===== config.mk =====
export PLATFORM = sky130hd
export DESIGN_NAME = mem_port_arbiter
export DESIGN_NICKNAME = d
export VERILOG_FILES = /design/src/rtl/tf_mem_pkg.sv /design/src/rtl/rd_tag_pipe.sv /design/src/rtl/mem_port_arbiter.sv
export SDC_FILE = /design/constraint.sdc
export NUM_CORES = 1
export LEC_CHECK = 0
export CAP_MARGIN = 20
export CORE_AREA = 2 2 61 63
export DETAILED_ROUTE_END_ITERATION = 7
export DIE_AREA = 0 0 63 65
export DONT_BUFFER_PORTS = 1
export GPL_TIMING_DRIVEN = 1
export HOLD_SLACK_MARGIN = 0.15
export RECOVER_POWER = 25
export SETUP_SLACK_MARGIN = 0.3
export SYNTH_ARGS = -nofsm -noshare
export SYNTH_HDL_FRONTEND = slang
export SYNTH_SLANG_ARGS = --single-unit

===== constraint.sdc =====
create_clock -name clk -period 2 [get_ports clk]
set_input_delay 0.3 -clock clk [delete_from_list [all_inputs] [get_ports clk]]
set_output_delay 0.3 -clock clk [all_outputs]
set_load 0.01 [all_outputs]

===== src/rtl/tf_mem_pkg.sv =====
// ---------------------------------------------------------------------------
// tf_mem_pkg
// Shared definitions for the memory port arbiter slice.
//   PORT_C / PORT_D : port identifiers carried through the read-tag pipe and
//                     used as the round-robin "last granted" marker
//   arbState_t      : arbitration FSM state encoding (ARB / BURST)
//   rdTag_t         : one in-flight read tag {valid, port}
//   MAX_RD_LAT      : deepest read latency the tag pipe is built for
// ---------------------------------------------------------------------------
package tf_mem_pkg;

   localparam logic PORT_C     = 1'b0;
   localparam logic PORT_D     = 1'b1;
   localparam int   MAX_RD_LAT = 4;

   typedef enum logic {
      ARB   = 1'b0,
      BURST = 1'b1
   } arbState_t;

   typedef struct packed {
      logic valid;
      logic port;
   } rdTag_t;

endpackage


===== src/rtl/rd_tag_pipe.sv =====
// ---------------------------------------------------------------------------
// rd_tag_pipe
// Fixed-depth shift register that follows each read through the memory's
// read latency, so the returning data can be steered to the port that
// issued it.
//   clk, reset : clock and synchronous active-high clear
//   push       : a read was accepted this cycle
//   pushPort   : which port issued that read
//   popValid   : a read issued RD_LAT cycles ago returns now
//   popPort    : the port that read belongs to
// ---------------------------------------------------------------------------
module rd_tag_pipe
   import tf_mem_pkg::*;
#(
   parameter int RD_LAT = 1
) (
   input  logic clk,
   input  logic reset,
   input  logic push,
   input  logic pushPort,
   output logic popValid,
   output logic popPort
);

   rdTag_t stage [RD_LAT];

   // Every cycle a tag (possibly an empty one) enters stage 0 and the rest
   // move one step along; clearing on reset drops reads still in flight.
   always_ff @(posedge clk) begin
      if (reset) begin
         for (int i = 0; i < RD_LAT; i++) begin
            stage[i] <= '0;
         end
      end else begin
         stage[0].valid <= push;
         stage[0].port  <= pushPort;
         for (int i = 1; i < RD_LAT; i++) begin
            stage[i] <= stage[i-1];
         end
      end
   end

   assign popValid = stage[RD_LAT-1].valid;
   assign popPort  = stage[RD_LAT-1].port;

endmodule


===== src/rtl/mem_port_arbiter.sv =====
// ---------------------------------------------------------------------------
// mem_port_arbiter
// Shares one single-port synchronous memory between the processor (port C)
// and a peripheral master (port D). Round-robin between the two, with an
// optional locked burst for D that C can break after MAX_BURST beats.
//   clk, reset                      : clock, synchronous active-high reset
//   c_req/c_we/c_addr/c_wdata       : processor request (held until c_gnt)
//   c_gnt, c_rvalid, c_rdata        : processor accept and read return
//   d_req/d_lock/d_we/d_addr/d_wdata: peripheral request, d_lock asks for a burst
//   d_gnt, d_rvalid, d_rdata        : peripheral accept and read return
//   mem_en/mem_we/mem_addr/mem_wdata: memory strobe and muxed request
//   mem_rdata                       : memory data, RD_LAT cycles after a read
// ---------------------------------------------------------------------------
module mem_port_arbiter
   import tf_mem_pkg::*;
#(
   parameter int AW        = 16,
   parameter int DW        = 16,
   parameter int RD_LAT    = 1,
   parameter int MAX_BURST = 8
) (
   input  logic          clk,
   input  logic          reset,
   input  logic          c_req,
   input  logic          c_we,
   input  logic [AW-1:0] c_addr,
   input  logic [DW-1:0] c_wdata,
   output logic          c_gnt,
   output logic          c_rvalid,
   output logic [DW-1:0] c_rdata,
   input  logic          d_req,
   input  logic          d_lock,
   input  logic          d_we,
   input  logic [AW-1:0] d_addr,
   input  logic [DW-1:0] d_wdata,
   output logic          d_gnt,
   output logic          d_rvalid,
   output logic [DW-1:0] d_rdata,
   output logic          mem_en,
   output logic          mem_we,
   output logic [AW-1:0] mem_addr,
   output logic [DW-1:0] mem_wdata,
   input  logic [DW-1:0] mem_rdata
);

   // Latency outside 1..MAX_RD_LAT is not supported; clamp so the pipe is
   // always buildable.
   localparam int TAG_DEPTH = (RD_LAT < 1) ? 1 :
                              (RD_LAT > MAX_RD_LAT) ? MAX_RD_LAT : RD_LAT;
   localparam logic [7:0] MAX_CNT = 8'(MAX_BURST);

   arbState_t  state, nextState;
   logic       lastPort, nextLast;
   logic [7:0] burstCnt, nextCnt;
   logic       cGnt, dGnt;
   logic       atLimit;
   logic       popValid, popPort;

   assign atLimit = (burstCnt == MAX_CNT);

   // Arbitration state, round-robin marker and burst beat counter. After
   // reset last=D so the processor wins the first tie.
   always_ff @(posedge clk) begin
      if (reset) begin
         state    <= ARB;
         lastPort <= PORT_D;
         burstCnt <= '0;
      end else begin
         state    <= nextState;
         lastPort <= nextLast;
         burstCnt <= nextCnt;
      end
   end

   // Grant decision and next state. In BURST the processor is locked out
   // until D releases the lock or has done MAX_BURST beats while C waits;
   // the forced exit leaves an idle cycle and hands the next tie to C.
   // Grants are held off during reset so nothing reaches the memory then.
   always_comb begin
      cGnt      = 1'b0;
      dGnt      = 1'b0;
      nextState = state;
      nextLast  = lastPort;
      nextCnt   = burstCnt;
      case (state)
         ARB: begin
            if (c_req && d_req) begin
               if (lastPort == PORT_D) cGnt = 1'b1;
               else                    dGnt = 1'b1;
            end else if (c_req) begin
               cGnt = 1'b1;
            end else if (d_req) begin
               dGnt = 1'b1;
            end
            if (cGnt) nextLast = PORT_C;
            if (dGnt) begin
               nextLast = PORT_D;
               if (d_lock) begin
                  nextState = BURST;
                  nextCnt   = 8'd1;
               end
            end
         end
         BURST: begin
            nextLast = PORT_D;
            dGnt     = d_req && !(atLimit && c_req);
            if (dGnt && d_lock) begin
               if (!atLimit) nextCnt = burstCnt + 8'd1;
            end else begin
               nextState = ARB;
               nextCnt   = '0;
            end
         end
         default: begin
            nextState = ARB;
         end
      endcase
      if (reset) begin
         cGnt = 1'b0;
         dGnt = 1'b0;
      end
   end

   assign c_gnt     = cGnt;
   assign d_gnt     = dGnt;
   assign mem_en    = cGnt | dGnt;
   assign mem_we    = cGnt ? c_we    : (dGnt ? d_we    : 1'b0);
   assign mem_addr  = cGnt ? c_addr  : (dGnt ? d_addr  : '0);
   assign mem_wdata = cGnt ? c_wdata : (dGnt ? d_wdata : '0);

   rd_tag_pipe #(
      .RD_LAT(TAG_DEPTH)
   ) tagPipe (
      .clk     (clk),
      .reset   (reset),
      .push    (mem_en && !mem_we),
      .pushPort(dGnt ? PORT_D : PORT_C),
      .popValid(popValid),
      .popPort (popPort)
   );

   assign c_rvalid = popValid && (popPort == PORT_C);
   assign d_rvalid = popValid && (popPort == PORT_D);
   assign c_rdata  = mem_rdata;
   assign d_rdata  = mem_rdata;

endmodule


---- Word level (Yosys, flattened, before mapping) ----
Memories as Yosys holds them, arrays and structs flattened.
Cells that the tools add are included.
cells by class
  reductions and logical operators ........ 11
  add/sub/neg operators ................... 1
  bitwise operators ....................... 3
  eq/ne operators ......................... 5
  muxes and demuxes ....................... 37
operators by type and width
  cell                   count
  $mux W16               4
  $mux W8                4
  $mux W1                23
  $pmux W8 S2            1
  $add A8 B1 Y8 const B  1
  $eq A8 B4 Y1 const B   1
  $logic_and A1 B1 Y1    7
  $ne A3 B3 Y1 const B   2
  $pmux W1 S2            3
  $mux W2                2
  $ne A2 B2 Y1 const B   2
  $reduce_and A3 Y1      1
  $logic_not A1 Y1       2
  $not A1 Y1             2
  $reduce_or A2 Y1       1
  $or A1 B1 Y1           1
storage, ports and cells
  register bits ........................... 10
  bits of input ports ..................... 87
  RAM bits ................................ 2
  logic and storage cells ................. 61
  memories kept ........................... 1
  output and inout port bits .............. 70
memory list
  name           words  width  rd ports  clocked after Yosys merged registers in  wr ports  line               source
  tagPipe.stage  1      2      1         0                                        2         rd_tag_pipe.sv:25  rdTag_t stage [RD_LAT];

---- Longest topological paths before layout ----
Gate-level depths: netlist (run 1).
  depth after elaboration ................. 11
  mapped depth ............................ 7
  gate-level depth less buffers ........... 6

---- Modules after synthesis ----
From an unflattened synthesis (run 1), not the netlist that was laid out.
unflattened totals
  cell total of the unflattened synthesis .. 154
  area, all modules ....................... 1286.2 sq um
modules (own cells, without submodules)
  module            area an instance (sq um)  cells each  times used  seq. area each (sq um)
  mem_port_arbiter  1233.7                    150         1           200.2
  rd_tag_pipe       52.6                      4           1           40.0

---- Worst setup path after synthesis (run 1) ----
OpenSTA, ideal clock, no wires.
  path type ............................... reg2out
  start ................................... register burstCnt[0]
  end ..................................... output port mem_wdata[10]
  stages on the path, launching flop included .. 8
  arrival time ............................ 1554 ps
  buffers on the path ..................... 1
  required time ........................... 1700 ps
  slack ................................... 146 ps
  path through ............................ dfxtp_1 > inv_1 > ha_1 > nor4b_4 > and3_4 > a31oi_4 > buf_6 > a22o_1
on the way
  word-level cells in the longest chain between the ends .. 8
RTL lines
  element                 line                     source
  start, declared         mem_port_arbiter.sv:54   logic [7:0] burstCnt, nextCnt;
  start signal, assigned  mem_port_arbiter.sv:71   burstCnt <= nextCnt;
  $eq A8 B4 Y1            mem_port_arbiter.sv:59   assign atLimit = (burstCnt == MAX_CNT);
  $logic_and A1 B1 Y1     mem_port_arbiter.sv:106  dGnt = d_req && !(atLimit && c_req);
  $logic_not A1 Y1        mem_port_arbiter.sv:106
  $logic_and A1 B1 Y1     mem_port_arbiter.sv:106
  $pmux W1 S2             mem_port_arbiter.sv:85   case (state)
  $mux W1                 mem_port_arbiter.sv:118  if (reset) begin
  net d_gnt               mem_port_arbiter.sv:36   output logic d_gnt,
  $mux W16 (2 in a row)   mem_port_arbiter.sv:129  assign mem_wdata = cGnt ? c_wdata : (dGnt ? d_wdata : '0);
  end, declared           mem_port_arbiter.sv:42   output logic [DW-1:0] mem_wdata,
The timed path passes the listed nets, and every way through them passes these cells.

---- Worst setup path in the final report (run 1) ----
  start ................................... register burstCnt[0]
  end ..................................... output port mem_wdata[14]
on the way
  word-level cells in the longest chain between the ends .. 8
RTL lines
  element                line
  $eq A8 B4 Y1           mem_port_arbiter.sv:59
  $logic_and A1 B1 Y1    mem_port_arbiter.sv:106
  $logic_not A1 Y1       mem_port_arbiter.sv:106
  $logic_and A1 B1 Y1    mem_port_arbiter.sv:106
  $pmux W1 S2            mem_port_arbiter.sv:85
  $mux W1                mem_port_arbiter.sv:118
  $mux W16 (2 in a row)  mem_port_arbiter.sv:129
No other way between the ends.

==> results.ini, run 1 <==
[outcome]
violations = negative setup slack
status = finished, violations left

[synthesis]
synthArstFlopShare = 0
synth_area_per_cell_sq_um = 8.74
syn_inst = 149
yosysWarnings = 0
ys_seq_elements = 12
syn_nets = 238
syn_area_sq_um = 1300
ys_seq_area_frac = 0.184
synth_edf_count = 0
synth_cell_types = 41
synth-main-ff-cell = dfxtp_1

[timing]
timing.fmax_mhz = 482
max_slew.worst_pin.slew_ns = 0.377
relSlewSlack = 0.748
hold_viol = 0
timing.clock.skew_ns = 0.00156
rsz0062_at_grt = true
period_minus_slack_ns = 2.08
fin_crit_sh = 1.04
tns_ns = -1.65
setup_viol = 34
setup_slack_ns = -0.0763
slew_violations = 0

[pwr]
p_leak_nw = 0.523
peakVddDrop_mv = 0.326
p_seq_frac = 0.418
comb_power_share = 0.330
p_sw_w = 0.000196
power.density_nw_per_um2 = 472
p_sw_frac = 0.327
p_int_w = 0.000404
pwr-share-clk = 0.251

[placement]
dp_slack_ns = 0.152
gp_congestion = 0.850
port_buffers = 0
dp_hpwl_microns = 3480
dp_cells = 161

[clock_network]
numCtsBuffers = 3
cts_max_path_buffers = 2
clk_pin_slew_ns = 0.08
clock_latency_ns = 0.27
clock-sinks = 12
cts_tree = yes
htreeDepth = 1
clockRootBuffer = clkbuf_4

[critical_path]
critPathKind = reg2out
path_cells = inv_2 -> ha_4 -> nor4b_4 -> and3_4 -> a31oi_4 -> buf_12 -> a22o_1
path_delay_family = simple AND/OR/NAND/NOR gates
required_ns = 1.70
end_kind = primary output
crit_slowest_cell = dfxtp_4
crit_buf_inv = 2
crit_fanout = 37
max_stage_delay_ns = 0.35
critical_path_arrival_ns = 1.78
start_kind = flip-flop

[global_routing]
grt_pass1_wl_microns = 6260
overflow = 0
grt_pass1_vias = 1077
antenna_found_initial = 0
grt_usage = 0.204
grt_max_degree = 38

[layout]
ff_latch_area_sq_um = 245
areaGrowthSynthToFinish_pct = -2.40
fill_cells = 365
drive_gt1_frac = 0.309
n_antenna_cell = 0
instances_no_fill = 171
fin_nets = 214
multi_input_area_sq_um = 808

[die]
dieWidth_microns = 63
io_pins = 157
core_sq_um = 3500
rows = 22
die-area_sq_um = 4100
start_util = 0.373
die_h_microns = 65

[route]
wirelength_microns = 4320
drc = 0
vias_per_cell = 6.29
drt_first_pass_iters = 4
drt.antenna.violating_nets = 0
post_drt_wl_per_cell_microns = 25.3
vias = 1076
drt-initial-drc-count = 47

[job]
maxCapViolations = 0

[min_path]
hp-class = in2reg

==> flip-flops by register name, summed over array words and instances (netlist names) <==
register       count
burstCnt           8
tagPipe.stage      2
lastPort           1
state              1
==> repair_timing <==
item | CTS | global route
resized for setup | 7 | 9
setup endpoints to repair | 42 | 43
hold buffers | 2 | 0
buffers inserted | 4 | 1
pin swaps | 3 | 4
hold endpoints to repair | 2 | 0
==> layer usage <==
metal | vias up | share of wire | global-route usage
met5 | - | 0 | 0
met4 | 0 | 0.019 | 0.0444
met3 | 12 | 0.18 | 0.160
met2 | 81 | 0.43 | 0.305
met1 | 500 | 0.37 | 0.228
li1 | 483 | - | -
==> layout make-up <==
class,count,share of cell area
well taps,48,0.0472
clock buffers,3,0.0177
inverters,6,0.0177
flip-flops and latches,12,0.193
multi-input cells,91,0.636
repair buffers,11,0.0886
==> power groups by stage <==
| stage | clock [W] | combinational, W | sequential [W] |
|---|---|---|---|
| finish | 0.000151 | 0.000198 | 0.000251 |
| global route | 0.000168 | 0.000213 | 0.000253 |
| CTS | 0.000157 | 0.000191 | 0.000251 |
| detailed placement | 0 | 0.000175 | 0.000259 |
| global placement | 0 | 0.000172 | 0.000258 |
| floorplan | 0 | 0.000211 | 0.000256 |
==> logic make-up (layout without fill, tap and decap cells) <==
logic type	Yosys count	after routing	share of synthesized area
AO/OA/AOI/OAI	53	53	0.370
XOR/XNOR	1	1	0.00673
adder cells (fa/ha/maj)	2	2	0.0192
buffers and inverters	46	20	0.247
flip-flops	12	12	0.184
multiplexers	1	1	0.00769
AND/OR/NAND/NOR	34	34	0.165
==> synthesized netlist by cell type, types with 3 or more instances <==
| cell | instances | area (sq um) |
|---|---|---|
| a22o_1 | 34 | 298 |
| buf_4 | 32 | 240 |
| dfxtp_1 | 12 | 240 |
| inv_1 | 6 | 22.5 |
| nand2_1 | 6 | 22.5 |
| buf_2 | 5 | 25.0 |
| nor2_1 | 5 | 18.8 |
| and3_1 | 4 | 25.0 |
| nand3_1 | 4 | 20.0 |
| a211o_1 | 3 | 26.3 |
| buf_6 | 3 | 33.8 |
==> cells in the final DEF (no fill, tap or decap), types with 3 or more instances in the layout <==
master / count
buf_4: 7
dfxtp_1: 10
a22o_4: 3
nand2_1: 6
nor2_1: 5
a22o_1: 23
nand3_1: 3
clkbuf_4: 3
inv_1: 4
a211o_1: 3
a22o_2: 8
and3_1: 4
==> path summary, 6_finish.rpt <==
path | endpoint | slack [ns] | startpoint | cells past startpoint
max | mem_wdata[14] | -0.08 | burstCnt[0] | 7
min | lastPort | 0.17 | reset | 2
max reg2reg | burstCnt[7] | 0.35 | burstCnt[0] | 7
min reg2reg | lastPort | 0.55 | lastPort | 2
==> through the flow <==
| stage | hold slack [ns] | utilization | instance area (sq um) | power (W) |
|---|---|---|---|---|
| floorplan | 0.408 | - | 1320 | 0.000466 |
| global placement | 0.424 | 0.324 | 1130 | 0.000429 |
| detailed placement | 0.420 | 0.324 | 1130 | 0.000434 |
| CTS | 0.156 | 0.351 | 1230 | 0.000599 |
| global route | 0.156 | 0.364 | 1270 | 0.000634 |
| finish | 0.166 | 0.364 | 1270 | 0.000600 |
Note: power is estimated with default switching activity, not from simulation.
==> run 2, diff against run 1 <==
--- a/config.mk
+++ b/config.mk
@@ -11,7 +11,7 @@
 export DIE_AREA = 0 0 63 65
 export DONT_BUFFER_PORTS = 1
 export GPL_TIMING_DRIVEN = 1
-export HOLD_SLACK_MARGIN = 0.15
+export HOLD_SLACK_MARGIN = 0.05
 export RECOVER_POWER = 25
 export SETUP_SLACK_MARGIN = 0.3
 export SYNTH_ARGS = -nofsm -noshare
==> results.ini, run 2 (same netlist as run 1, synthesis figures left out) <==
[layout]
instances_no_fill = 169  ; -1.2%
utilization = 0.358  ; -0.00573
ff_latch_area_sq_um = 245  ; unchanged
fin_nets = 212  ; -0.93%
areaGrowthSynthToFinish_pct = -3.94
largest_reg_flops = 8  ; unchanged
fill_cells = 368  ; +0.82%
n_antenna_cell = 0  ; unchanged
final_cell_mix = a22o_1 (23), dfxtp_1 (10), a22o_2 (8)
mostFrequentLayoutCell = a22o_1
drive_gt1_frac = 0.314  ; +0.00511
largest-register = burstCnt
stdcell_area_sq_um = 1250  ; -1.6%
multi_input_area_sq_um = 808  ; unchanged
top_regs = burstCnt: 8 flops, tagPipe.stage: 2 flops

[critical_path]
r2r_end = burstCnt[7]
end_kind = primary output
crit_slowest_cell = dfxtp_4
required_ns = 1.70  ; about the same
path_delay_family = simple AND/OR/NAND/NOR gates
max_stage_delay_ns = 0.35  ; about the same
critPathKind = reg2out
start_kind = flip-flop
critical_path_arrival_ns = 1.78  ; about the same
reg2reg_depth = 7  ; unchanged
crit_buf_inv = 2  ; unchanged
path_cells = inv_2 -> ha_4 -> nor4b_4 -> and3_4 -> a31oi_4 -> buf_12 -> a22o_1
r2r-start = burstCnt[0]
r2r_slack_ns = 0.35  ; about the same
critPathLaunch = burstCnt[0]
crit_fanout = 37  ; unchanged

[pwr]
peakVddDrop_mv = 0.326  ; -0.29%
power.density_nw_per_um2 = 477  ; +1.1%
p_leak_nw = 0.515  ; -1.6%

[route]
wirelength_microns = 4320  ; about the same
drt_first_pass_iters = 4  ; unchanged
post_drt_wl_per_cell_microns = 25.6  ; +1.1%
vias = 1072  ; -0.37%
drc = 0  ; unchanged
drt.antenna.violating_nets = 0  ; unchanged
vias_per_cell = 6.34  ; +0.81%
drt-initial-drc-count = 54  ; +15%

[clock_network]
cts.hold.buffers_added = 0  ; -2
clock_latency_ns = 0.27  ; about the same
clockRootBuffer = clkbuf_4
numCtsBuffers = 3  ; unchanged
htreeDepth = 1  ; unchanged
clk_pin_slew_ns = 0.08  ; about the same
cts_max_path_buffers = 2  ; unchanged
clock-sinks = 12  ; unchanged
cts_tree = yes

[min_path]
whs_endpoint = tagPipe.stage[0][0]
min_path_cells = 1  ; -1
hold_start = c_req
hp-class = in2reg

[die]
start_util = 0.373  ; unchanged
rows = 22  ; unchanged
dieWidth_microns = 63  ; unchanged
core_sq_um = 3500  ; unchanged
die-area_sq_um = 4100  ; unchanged
io_pins = 157  ; unchanged
die_h_microns = 65  ; unchanged

[global_routing]
grt_usage = 0.203  ; -0.00111
grt_pass1_wl_microns = 6220  ; -0.56%
grt_pass1_vias = 1076  ; -0.093%
overflow = 0  ; unchanged
antenna_found_initial = 0  ; unchanged
grt_max_degree = 38  ; unchanged

[job]
maxCapViolations = 0  ; unchanged

[outcome]
violations = negative setup slack
status = finished, violations left

[timing]
period_minus_slack_ns = 2.08  ; +0.00664 ns
setup_slack_ns = -0.0829  ; -0.00664 ns
fin_crit_sh = 1.04  ; +0.00332
max_slew.worst_pin.slew_ns = 0.377  ; +0.0000219 ns
rsz0062_at_grt = true
setup_viol = 34  ; unchanged
slew_violations = 0  ; unchanged
timing.fmax_mhz = 480  ; -0.32%
tns_ns = -1.88  ; -0.226 ns
relSlewSlack = 0.748  ; about the same
timing.hold.ws_ns = 0.131  ; -0.0356 ns
timing.clock.skew_ns = 0.00196  ; +0.000398 ns
hold_viol = 0  ; unchanged

[placement]
port_buffers = 0  ; unchanged
gp_congestion = 0.850  ; unchanged
place_area_sq_um = 1130  ; unchanged
dp_hpwl_microns = 3480  ; unchanged
dp_cells = 161  ; unchanged

## run 2: final cells by class
type	instances	share of cell area
multi-input cells	91	0.646
flip-flops and latches	12	0.196
repair buffers	9	0.0740
well taps	48	0.0480
clock buffers	3	0.0180
inverters	6	0.0180
## run 2: how the worst max path moves through the flow
stage	endpoint	cells past startpoint	slack, ns
2_1_floorplan	mem_wdata[10]	7	0.21
3_3_place_gp	mem_en	7	0.19
3_5_place_dp	mem_en	7	0.15
4_1_cts	mem_wdata[4]	7	-0.09
5_1_grt	mem_wdata[6]	7	-0.19
6_report	mem_wdata[14]	7	-0.08
## run 2: routing by layer
layer	vias to the layer above	global-route usage	share of wire
li1	478	-	-
met1	498	0.226	0.37
met2	84	0.303	0.43
met3	12	0.160	0.18
met4	0	0.0444	0.019
met5	-	0	0
## run 2: through the flow
| stage | setup WS, ns | total power [W] |
|---|---|---|
| finish | -0.0829 | 0.000597 |
| CTS | -0.0882 | 0.000595 |
| detailed placement | 0.152 | 0.000434 |
| global route | -0.192 | 0.000630 |
| global placement | 0.188 | 0.000429 |
| floorplan | 0.213 | 0.000466 |
## run 2: repair_timing
| action | CTS | global route |
|---|---|---|
| setup buffers | 4 | 1 |
| gates resized for setup | 7 | 9 |
| hold endpoints to repair | 0 | 0 |
| endpoints found under the setup margin | 42 | 43 |
| pin swaps | 3 | 4 |
## run 2: power by group
group / internal, W / switching [W] / leakage, nW / total [W]
Sequential: 0.000246 / 0.00000520 / 0.0988 / 0.000251
Clock: 0.0000697 / 0.0000814 / 0.0138 / 0.000151
Combinational: 0.0000860 / 0.000109 / 0.402 / 0.000195
==> RTL change, RTL diff (flow settings as in run 1) <==
`RD_LAT` is set to 1 in 2 places; all go to 2.
--- a/src/rtl/rd_tag_pipe.sv
+++ b/src/rtl/rd_tag_pipe.sv
@@ -12,7 +12,7 @@
 module rd_tag_pipe
    import tf_mem_pkg::*;
 #(
-   parameter int RD_LAT = 1
+   parameter int RD_LAT = 2
 ) (
    input  logic clk,
    input  logic reset,
--- a/src/rtl/mem_port_arbiter.sv
+++ b/src/rtl/mem_port_arbiter.sv
@@ -16,7 +16,7 @@
 #(
    parameter int AW        = 16,
    parameter int DW        = 16,
-   parameter int RD_LAT    = 1,
+   parameter int RD_LAT    = 2,
    parameter int MAX_BURST = 8
 ) (
    input  logic          clk,
Function: changed (Yosys sat finds a counterexample within 4 cycles, from zero or initial values and one cycle with reset high).
==> RTL change against run 1 <==
  * The flow still finishes with violations (setup timing)
  * Sequential power increased by 16%
  * Combinational power increased by 44%
  * Sequential share of layout area decreased by 2.6 points
  * Cell area increased by 34%
  * Power increased by 31%
  * Area after synthesis increased by 4.9%
  * Maximum frequency decreased by 7.9%
  * Critical path depth unchanged
  * Routed wire length increased by 24%
  * Sequential cell count increased by 2
  * Via count increased by 15%
  * Worst setup slack got worse by 0.18 ns
  * Die area unchanged
  * Highest routed layer unchanged
==> RTL change: results (changes against run 1) <==
Timing
  – Total negative slack: -8.21 ns (-6.56 ns)
  – Final setup viols: 35 (+2.9%)
  – Minimum setup slack in the final design: -0.254 ns (-0.177 ns)
  – Worst setup skew after layout: 0.00196 ns (+0.000404 ns)

Layout
  – Layout net count: 232 (+8.4%)
  – Ratio of cells with drive above 1 in the final layout: 41.5% (+11 points)
  – Area of all placed cells without fillers: 1700 sq um (+34%)
  – Final non-filler cell total: 190 (+11%)
  – Number of filler cells placed in the layout: 341 (-6.6%)
  – Top flop regs: burstCnt (8), tagPipe.stage (4)

Place
  – Post-Place Worst Slack: 0.0553 ns (-0.0970 ns)

Outcome
  – Violations in the final reports: setup timing
  – Outcome: complete, but fails checks

Worst setup path
  – Worst r2r path cells: 8 (+1)
  – Slowest library cell on the worst path: o221a_4
  – Reg2reg setup slack: 0.16 ns (-0.19 ns)

Logic synthesis
  – Post-synthesis xor/xnor area fraction: 0% (-0.67 points)
  – Synth Area in Compound Gates: 32.1% (-4.9 points)
  – Cell types with the largest area share after synthesis: a22o_1 22%, dfxtp_1 21%, buf_4 18%

Power and ir drop
  – Switching Fraction: 29.2% (-3.5 points)
  – Reported net switching power: 0.000228 W (+17%)
  – Maximum vdd ir drop: 0.159 mV (-51%)
  – Power in sequential cells: 0.000291 W (+16%)
  – Logic power comb: 0.000285 W (+44%)

Routing
  – M1 wire length: 1950 um (+21%)
## RTL change: changes by cell type after synthesis, sizes merged, moves of 2 or more
cell and delta:
nor2b +4, or2 +4, nor3 +3, a211o +2, a31oi -2, clkbuf +2
dfxtp +2, nor2 -2, o221a +2
## RTL change: what timing repair did
| action | CTS | global route |
|---|---|---|
| gates resized for setup | 28 | 4 |
| pin swaps | 10 | 6 |
| hold endpoints to repair | 5 | 0 |
| setup endpoints to repair | 42 | 44 |
| hold buffers | 4 | 0 |
| cloned | 6 | 0 |
| setup buffers | 4 | 1 |
## RTL change: worst paths after layout
path | startpoint | endpoint
max | burstCnt[1] | mem_addr[6]
min | d_we | tagPipe.stage[0][1]
min reg2reg | tagPipe.stage[0][1] | tagPipe.stage[0][3]
max reg2reg | burstCnt[1] | burstCnt[2]
## RTL change: cell type report
class | count | area share (%)
inverters | 5 | 1.10
multi-input cells | 97 | 56.4
well taps | 48 | 3.53
clock buffers | 4 | 2.13
flip-flops and latches | 14 | 16.7
repair buffers | 22 | 20.2
